==> src/rtl/calc_cmd_sequencer.sv <==
// rtl/calc_cmd_sequencer.sv - key FIFO and command sequencer in front of the calc datapath
module calc_cmd_sequencer #(
    parameter int          DEPTH   = 8,
    parameter int          TIMEOUT = 255,
    parameter logic [3:0]  NOP_CMD = 4'd15,
    parameter logic [3:0]  CLR_CMD = 4'd14
) (
    input  logic                           clock,
    input  logic                           reset,
    input  logic                           key_valid,
    input  logic [3:0]                     key_code,
    output logic                           key_ready,
    input  logic [1:0]                     status,
    output logic [3:0]                     cmd,
    output logic [$clog2(DEPTH+1)-1:0]     fifo_count,
    output logic                           seq_busy,
    output logic                           err_calc,
    output logic                           err_timeout,
    output logic                           err_ovf
);

    localparam int CW = $clog2(DEPTH + 1);
    localparam int PW = $clog2(DEPTH);
    localparam int TW = $clog2(TIMEOUT + 1);

    typedef enum logic [1:0] {
        ST_IDLE   = 2'd0,
        ST_SETTLE = 2'd1,
        ST_WAIT   = 2'd2,
        ST_ERROR  = 2'd3
    } state_t;

    logic [3:0]    mem_q [DEPTH];
    logic [PW-1:0] rd_ptr_q;
    logic [PW-1:0] wr_ptr_q;
    logic [CW-1:0] count_q;
    logic [CW-1:0] count_d;

    state_t        state_q;
    logic [3:0]    cmd_q;
    logic [TW-1:0] timer_q;
    logic          err_calc_q;
    logic          err_timeout_q;
    logic          err_ovf_q;

    logic          full;
    logic          empty;
    logic [3:0]    head;
    logic          wait_err;
    logic          wait_to;
    logic          flush;
    logic          push;
    logic          pop;
    logic          bypass_clr;
    logic          clr_issue;
    logic          ovf;

    // Handshake and queue control derived from registered state only
    always_comb begin
        full       = (count_q == CW'(DEPTH));
        empty      = (count_q == '0);
        head       = mem_q[rd_ptr_q];
        key_ready  = !full && (state_q != ST_ERROR);
        wait_err   = (state_q == ST_WAIT) && status[1];
        wait_to    = (state_q == ST_WAIT) && (status == 2'b01) && (timer_q >= TW'(TIMEOUT - 1));
        flush      = wait_err || wait_to;
        // A key handshaked in the flush cycle is dropped together with the queue.
        push       = key_valid && key_ready && !flush;
        pop        = (state_q == ST_IDLE) && !empty;
        bypass_clr = (state_q == ST_ERROR) && key_valid && (key_code == CLR_CMD);
        clr_issue  = (pop && (head == CLR_CMD)) || bypass_clr;
        // Keys arriving in ERROR are ignored silently, not counted as overflow.
        ovf        = key_valid && full && (state_q != ST_ERROR);
    end

    // Occupancy next-state: flush dominates, simultaneous push/pop cancels
    always_comb begin
        count_d = count_q;
        if (flush) begin
            count_d = '0;
        end else if (push && !pop) begin
            count_d = count_q + 1'b1;
        end else if (pop && !push) begin
            count_d = count_q - 1'b1;
        end
    end

    // FIFO storage; contents need no reset since pointers gate every read
    always_ff @(posedge clock) begin
        if (push) begin
            mem_q[wr_ptr_q] <= key_code;
        end
    end

    // FIFO pointers and count; pointers wrap naturally at the power-of-two depth
    always_ff @(posedge clock or posedge reset) begin
        if (reset) begin
            rd_ptr_q <= '0;
            wr_ptr_q <= '0;
            count_q  <= '0;
        end else begin
            count_q <= count_d;
            if (flush) begin
                rd_ptr_q <= wr_ptr_q;
            end else begin
                if (push) begin
                    wr_ptr_q <= wr_ptr_q + 1'b1;
                end
                if (pop) begin
                    rd_ptr_q <= rd_ptr_q + 1'b1;
                end
            end
        end
    end

    // Sequencer FSM with registered cmd pulse, wait timer and sticky fault flags
    always_ff @(posedge clock or posedge reset) begin
        if (reset) begin
            state_q       <= ST_IDLE;
            cmd_q         <= NOP_CMD;
            timer_q       <= '0;
            err_calc_q    <= 1'b0;
            err_timeout_q <= 1'b0;
            err_ovf_q     <= 1'b0;
        end else begin
            cmd_q <= NOP_CMD;
            case (state_q)
                ST_IDLE: begin
                    if (!empty) begin
                        cmd_q   <= head;
                        state_q <= ST_SETTLE;
                    end
                end
                ST_SETTLE: begin
                    timer_q <= '0;
                    state_q <= ST_WAIT;
                end
                ST_WAIT: begin
                    if (status == 2'b00) begin
                        state_q <= ST_IDLE;
                    end else if (status[1]) begin
                        state_q <= ST_ERROR;
                    end else if (wait_to) begin
                        state_q <= ST_IDLE;
                    end else if (timer_q != '1) begin
                        timer_q <= timer_q + 1'b1;
                    end
                end
                ST_ERROR: begin
                    if (bypass_clr) begin
                        cmd_q   <= CLR_CMD;
                        state_q <= ST_SETTLE;
                    end
                end
                default: state_q <= ST_IDLE;
            endcase
            // Clearing happens on the issue edge; a flag raised on that same edge survives.
            err_calc_q    <= (err_calc_q    && !clr_issue) || wait_err;
            err_timeout_q <= (err_timeout_q && !clr_issue) || wait_to;
            err_ovf_q     <= (err_ovf_q     && !clr_issue) || ovf;
        end
    end

    assign cmd         = cmd_q;
    assign fifo_count  = count_q;
    assign seq_busy    = (state_q != ST_IDLE) || !empty;
    assign err_calc    = err_calc_q;
    assign err_timeout = err_timeout_q;
    assign err_ovf     = err_ovf_q;

endmodule

==> config.mk <==
export PLATFORM = sky130hd
export DESIGN_NAME = calc_cmd_sequencer
export DESIGN_NICKNAME = d
export VERILOG_FILES = /design/src/rtl/calc_cmd_sequencer.sv
export SDC_FILE = /design/constraint.sdc
export NUM_CORES = 1
export LEC_CHECK = 0
export CELL_PAD_IN_SITES_DETAIL_PLACEMENT = 1
export CELL_PAD_IN_SITES_GLOBAL_PLACEMENT = 2
export CORE_MARGIN = 2
export CORE_UTILIZATION = 43
export CTS_CLUSTER_SIZE = 24
export DETAILED_ROUTE_END_ITERATION = 8
export PLACE_DENSITY_LB_ADDON = 0.08
export RECOVER_POWER = 100
export SYNTH_ARGS = -nofsm -noshare
export SYNTH_HDL_FRONTEND = slang
export SYNTH_SLANG_ARGS = --single-unit
export TNS_END_PERCENT = 1
==> constraint.sdc <==
create_clock -name clock -period 8.05 [get_ports clock]
set_clock_uncertainty 0.1 [all_clocks]
set_input_delay 1.61 -clock clock [delete_from_list [all_inputs] [get_ports clock]]
set_output_delay 1.61 -clock clock [all_outputs]
set_load 0.005 [all_outputs]
# Word-level counts from Yosys, hierarchy flattened
# Memories as Yosys holds them, arrays and structs flattened.
# Index checks and enable logic that the tools add are counted.
# word_totals
reg_bits	27
mem_bits_rw	32
in_bits	9
out_inout_bits	13
word_cells	93
mem_count	1
# classes
add_sub_neg	5
magnitude_cmp	1
eq_ne	16
mux	21
n_bitwise	1
n_reduce_logical	39
# mem_list
name	words	width	rd	rd_ports_with_merged_regs	write_ports	line_no	text
mem_q	8	4	1	0	1	33	logic [3:0] mem_q [DEPTH];
# op_table
op	n
$mux 8	4
$logic_and 1x1->1	17
$mux 4	4
$pmux 8 s2	1
$eq 4x4->1 const B	3
$ne 2x2->1 const B	6
$mux 2	5
$add 8x1->8 const B	1
$ge 8x8->1 const B	1
$ne 8x8->1 const B	1
$pmux 2 s4	1
$pmux 4 s2	1
$add 3x1->3 const B	2
$logic_not 1->1	6
$logic_or 1x1->1	6
$mux 3	2
$reduce_bool 2->1	3
$reduce_and 5->1	1
$add 4x1->4 const B	1
$eq 2x1->1 const B	2
$eq 2x2->1 const B	2
$logic_not 2->1	2
$logic_not 4->1	1
$ne 4x3->1 const B	1
7 further kinds	9

# Longest topological paths before layout
# Gate-level depths: netlist of the first run.
# logic_depth
depth_word	11
depth_mapped	11
mapped_depth_nobuf	10

# Worst setup path before layout of the first run
# No wires, ideal clock.
# synth_timing
kind	input -> register
start	in status[1]
end	reg count_q[3] (netlist: fifo_count[3])
setup_time_ps	79
arrival_time_ps	3515
t_required_ps	7871
setup_slack_ps	4355
stages	9
path_buffers	1
path_cell_list	nand3b_1 > or4_1 > buf_2 > nand4_1 > ha_1 > a21o_1 > a21oi_1 > mux2i_1 > mux2i_1
# synth_via
elab_chain_cells	9
word_cells_on_any_way	13
cone_classes	1 x eq/ne; 2 x mux; 10 x reduce/logical
# synth_lines
element	line_no	text
start, declared	13	input logic [1:0] status,
$eq 2x1->1	65	wait_to = (state_q == ST_WAIT) && (status == 2'b01) && (timer_q >= TW'(TIMEOUT - 1));
$logic_and 1x1->1 (2 in series)	65	
$logic_or 1x1->1 (*)	66	flush = wait_err || wait_to;
$logic_not 1->1	68	push = key_valid && key_ready && !flush;
$logic_and 1x1->1	68	
$logic_and 1x1->1 or $logic_not 1->1 (tied branches)	81, 83	
$mux 4 or $logic_and 1x1->1 (tied branches)	81, 83	
$mux 4 or $reduce_bool 3->1 (tied branches)	--	
end signal, assigned	102	count_q <= count_d;
end, declared	36	logic [CW-1:0] count_q;
# Mark *: on every way between the ends. The rest lies on a longest branch, timed or not.
# A chain may end at the register's enable or synchronous reset.

# Final worst setup path of the first run
# Ends and elaborated chain as after synthesis.

==> results of run 1 <==
## placed cells by master (no fill, tap or decap), types with 8 or more instances in the layout
master	netlist	layout
dfrtp_1	23	23
ha_1	10	10
edfxtp_1	32	32
nor3_1	10	10
clkbuf_8	0	10
mux2i_1	8	8
nor2_1	11	11
nand2_1	9	10
inv_1	11	11
o21ai_0	13	13
a21oi_1	10	10
dlygate4sd3_1	0	17
## layer usage
metal / wire length, µm / part of all wire / global-route usage / up-vias
met3: 184 / 0.029 / 0.0433 / 9
met4: 86 / 0.013 / 0.0736 / 0
met2: 3300 / 0.52 / 0.338 / 33
met1: 2830 / 0.44 / 0.242 / 982
li1: - / - / - / 905
met5: 0 / 0 / 0 / -
## final timing paths
| path | slack [ns] | endpoint | depth (start not counted) | startpoint |
|---|---|---|---|---|
| max in group asynchronous | 5.32 | wr_ptr_q[0] | 2 | reset |
| min in group asynchronous | 1.88 | fifo_count[0] | 2 | reset |
| setup reg to reg | 5.05 | fifo_count[3] | 10 | state_q[0] |
| hold / removal | 0.43 | timer_q[7] | 1 | timer_q[7] |
| hold reg to reg | 0.43 | timer_q[7] | 1 | timer_q[7] |
| setup / recovery | 3.93 | fifo_count[3] | 9 | status[1] |
## cell usage after synthesis (4+ instances only)
library cell,number
nor3_1,10
xnor2_1,5
and2_1,4
nor2_1,11
nand2_1,9
nand4_1,4
a21oi_1,10
o21ai_0,13
edfxtp_1,32
mux4_2,6
mux2_2,4
o21a_1,4
dfstp_2,4
dfrtp_1,23
nand3_1,4
mux2i_1,8
nand2b_1,6
nor4_1,6
inv_1,11
ha_1,10
## registers in the layout, summed over array words and instances, names as in the netlist
register and flops:
mem_q 32, timer_q 8, cmd 4, fifo_count 4, rd_ptr_q 3, wr_ptr_q 3, state_q 2, err_calc 1
err_ovf 1, err_timeout 1
## cells by family after synthesis
family | synth area share
xor gates and xnor gates | 0.0212
and+or+nand+nor | 0.149
muxes | 0.0989
adders and majority gates | 0.0501
AOI/OAI and AO/OA | 0.0907
DFF | 0.567
buffers and inverters | 0.0233
## power breakdown
part	switching, µW	internal [µW]
Clock	121	118
Sequential	88.5	399
Combinational	227	222
## worst max-delay path, stage by stage
cell	delay, ns
dlygate4sd3_1	0.58
nand3b_1	0.18
or4_1	0.63
nand4_1	0.22
ha_1	0.27
a21o_1	0.18
a21oi_1	0.18
mux2i_1	0.24
mux2i_1	0.19
## stage by stage
| stage | instance area (µm²) | std cells |
|---|---|---|
| after CTS | 3350 | 333 |
| final | 3320 | 333 |
| after global placement | 3180 | 317 |
| after global routing | 3320 | 333 |
| after detailed placement | 3180 | 317 |
| after floorplan | 2900 | 225 |
## cell type report
cell class,instances,share of cell area
sequential,59,0.495
multi-input combinational,149,0.349
timing repair buffer,21,0.0633
clock buffer,11,0.0426
tap,77,0.0290
inverter,11,0.0124
clock inverter,5,0.00905
==> results.ini, run 1 <==
[status]
outcome=completed

[timing]
rsz0062_at_grt=false
hold_slack_ns=0.433
maxSlewViolCount=0
relSlewSlack=0.287
min_period_ns=4.12
worst_pin_slew_ns=1.07
final_hold_viol_count=0
setup_viol=0
fmax_mhz=243
setup_ws_ns=3.93
fin_crit_sh=0.512
timing.setup.tns_ns=0

[detailed_routing]
ant_nets=0
wl_mm=6.40
routed_via_density=5.79
vias=1929
drt_iter0_markers=37
drc=0
wl_per_cell_um=19.2
first_pass_iters=4

[yosys]
synth_edf_count=32
syn_avg_cell_area_um2=12.9
ys_ff_latch=59
synthCells=225
yosysTopAreaCellShare=0.332
ys_seq_area_frac=0.567
ys.flop_type=edfxtp_1
synth_cell_type_count=49
synth_area_leaders=edfxtp_1 (33%), dfrtp_1 (20%), mux4_2 (4.7%)
syn-cell-area_um2=2900
synth.largest_area_cell=edfxtp_1
syn-num-nets=245
ys_warn_count=0
synthArstFlopShare=0.458

[critical_path]
cp_data_required_time_ns=8.22
path_class=in2reg
cp-end-kind=register
crit_arrival_ns=4.28
crit_fanout=6
cp-start-kind=input pin

[place]
preCtsSetupSlack_ns=3.62
dp_hpwl_mm=4.67
io_buffers=21
gp_congestion=0.750

[pwr]
peakVddDrop_uv=149
p_leak_uw=0.00126
p_total_uw=1180
power.density_nw_per_um2=354

[finish]
multi_input_area_um2=1160
fin_util=0.517
diodes=0
register_area_um2=1640
drive_gt1_frac=0.125
nFillCells=678
area_growth_pct=14.6
fin_nets=271

[clocking]
numCtsBuffers=9
cts_tree=yes
cts_post_setup_buffers_inserted=0
root_buffer=clkbuf_8
clk_pin_slew_ns=0.07
post_cts_resized=0
cts_sinks=59
clk_path_buf_depth=2
cts_hold_buf=0
htreeDepth=3
insertion_delay_ns=0.34

[grt]
grt-ovfl-total=0
grt_antenna_before_repair=0
grt_pass1_vias=2081
grt_pass1_wl_mm=10.9
grt_max_degree=28
grt_usage=0.197

[floorplan]
rows=29
core_um2=6420
fp.dieH_um=86.1
ios=22
dieArea_um2=7410
die_x_um=86.1
start_util=0.451

[worst_hold_path]
min_path_type=reg2reg

[job]
drv_cap=0

No activity file was read; power rests on OpenSTA's default activity.
==> run 2: changes to the inputs <==
CORE_UTILIZATION = 36   (was 43)
clock period = 3.55 ns   (was 8.05 ns; I/O delays follow)
==> run 2 against run 1 <==
Compared with the run above: the run now ends with max-capacitance violations, max-slew violations left; clock-buffer cell count shrank 2; non-clock buffer count up 5; setup slack worse by 3.5 ns; routed wire length is 1.3% lower; sequential power rose by 130%; combinational power up 120%; register-to-register slack lost 4.4 ns; critical path depth is the same; sequential cell count unchanged; first-iteration DRC count rose by 86%; critical endpoint unchanged; largest cell class unchanged.
==> results.ini, run 2 (same netlist as run 1, synthesis figures left out) <==
[status]
violations=max-capacitance violations, max-slew violations
outcome=complete, but fails checks

[clocking]
clk_pin_slew_ns=0.07  ; about the same
root_buffer=clkbuf_8
cts_post_setup_buffers_inserted=0  ; unchanged
htreeDepth=3  ; unchanged
cts_tree=yes
clk_path_buf_depth=2  ; unchanged
post_cts_resized=0  ; unchanged
insertion_delay_ns=0.33  ; about the same
numCtsBuffers=9  ; unchanged
cts_hold_buf=0  ; unchanged
cts_sinks=59  ; unchanged

[floorplan]
start_util=0.373  ; -0.0781
rows=32  ; +10%
core_um2=7770  ; +21%
fp.dieH_um=93.7  ; +8.9%
dieArea_um2=8780  ; +19%
ios=22  ; unchanged
die_x_um=93.7  ; +8.9%

[critical_path]
critPathLaunch=status[1]
critPathCapture=fifo_count[3]
cp-start-kind=input pin
critical_path.cell_chain=dlygate4sd3_1 > nand3b_1 > or4_1 > nand4_1 > ha_1 > a21o_1 > a21oi_1 > mux2i_1 > mux2i_1
r2r_start=state_q[0]
reg2reg_to=fifo_count[3]
crit_arrival_ns=3.25  ; -1.03 ns
crit_buf_inv=1  ; unchanged
crit_fanout=4  ; -2
cpMostUsedCell=mux2i_1
cp-end-kind=register
cp.depth=9  ; unchanged
critPathSlowestCell=dlygate4sd3_1
max_stage_delay_ns=0.57  ; -0.06 ns
cp_data_required_time_ns=3.70  ; -4.52 ns
reg2reg_depth=10  ; unchanged
path_class=in2reg
cpLargestDelayFamily=simple AND/OR/NAND/NOR gates
r2r_slack_ns=0.66  ; -4.39 ns

[place]
io_buffers=21  ; unchanged
preCtsSetupSlack_ns=0.214  ; -3.41 ns
dp_hpwl_mm=4.65  ; -0.39%
gp_congestion=0.716  ; -4.5%
place_area_um2=3250  ; +2.2%

[pwr]
peakVddDrop_uv=315  ; +110%
power.density_nw_per_um2=778  ; +120%
p_leak_uw=0.00126  ; about the same

[timing]
relSlewSlack=-0.0320  ; -0.319
min_period_ns=3.10
timing.setup.tns_ns=0  ; unchanged
fmax_mhz=323
rsz0062_at_grt=false
maxSlewViolCount=28  ; +28
fin_crit_sh=0.872
setup_viol=0  ; unchanged
final_hold_viol_count=0  ; unchanged
setup_ws_ns=0.454  ; -3.48 ns
worst_pin_slew_ns=1.55  ; +0.480 ns

[detailed_routing]
drc=0  ; unchanged
wl_per_cell_um=17.5  ; -9.2%
vias=1908  ; -1.1%
highest_layer=met4
wl_met2_mm=3.16  ; -4.3%
first_pass_iters=4  ; unchanged
drt_iter0_markers=69  ; +86%
ant_nets=0  ; unchanged
wl_met1_mm=2.84  ; +0.42%
met3_length_um=193  ; +4.9%
wl_mm=6.32  ; -1.3%
routed_via_density=5.27  ; -9.0%

[finish]
drive_gt1_frac=0.108  ; -0.0173
multi_input_area_um2=1150  ; -0.43%
reg.largest.list=mem_q: 32 flops, timer_q: 8 flops
final_cell_mix=edfxtp_1 (32), dfrtp_1 (23), dlygate4sd3_1 (17)
diodes=0  ; unchanged
largest_register=mem_q
fin_nets=276  ; +1.8%
nFillCells=833  ; +23%
final_area_um2=3350  ; +0.94%
layout_commonest_cell=edfxtp_1
area_growth_pct=15.6
register_area_um2=1640  ; unchanged
largest_reg_flops=32  ; unchanged

[worst_hold_path]
min_path_type=reg2reg
hold_depth=1  ; unchanged

[grt]
grt_antenna_before_repair=0  ; unchanged
grt_pass1_vias=1974  ; -5.1%
grt_max_degree=28  ; unchanged
grt_pass1_wl_mm=10.3  ; -5.1%
grt_usage=0.160  ; -0.0371
grt-ovfl-total=0  ; unchanged

[job]
drv_cap=1  ; +1

[run 2: layout make-up]
cell class,count,area share
Tap cell,102,0.0381
Inverter,11,0.0123
Multi-Input combinational cell,149,0.344
Clock buffer,9,0.0370
Sequential cell,59,0.490
Timing Repair Buffer,26,0.0684
Clock inverter,6,0.0101
[run 2: worst min-delay path by stage]
stage,startpoint,endpoint,slack (ns)
3_5_place_dp,timer_q[7],timer_q[7],0.42
6_report,timer_q[7],timer_q[7],0.43
4_1_cts,timer_q[7],timer_q[7],0.44
2_1_floorplan,timer_q[7],timer_q[7],0.39
5_1_grt,err_calc,err_calc,0.47
3_3_place_gp,timer_q[7],timer_q[7],0.42
[run 2: power by group]
part | total [µW] | internal, µW | switching [µW]
clock | 500 | 242 | 257
combinational | 1010 | 497 | 508
sequential | 1100 | 906 | 196
[run 2: worst register-to-register path: cells and delay by family, from the launching register on]
| family | cells | cell delay (ns) |
|---|---|---|
| buffers and inverters | 1 | 0.10 |
| AO/OA/AOI/OAI | 2 | 0.35 |
| adder cells (fa/ha/maj) | 2 | 0.53 |
| multiplexers | 2 | 0.44 |
| AND/OR/NAND/NOR | 3 | 0.88 |
| flip-flops | 1 | 0.42 |
[run 2: per-stage QoR]
stage / power (µW) / std cells / util / hold slack (ns)
6_report: 2610 / 362 / 0.431 / 0.433
4_1_cts: 2710 / 362 / 0.438 / 0.441
2_1_floorplan: 1810 / 225 / - / 0.386
3_3_place_gp: 2180 / 347 / 0.418 / 0.417
5_1_grt: 2800 / 362 / 0.431 / 0.467
3_5_place_dp: 2200 / 347 / 0.418 / 0.417
[run 2: layer usage]
metal,vias up,track usage
met4,0,0.0700
met5,-,0
met3,11,0.0377
li1,917,-
met1,943,0.193
met2,37,0.270
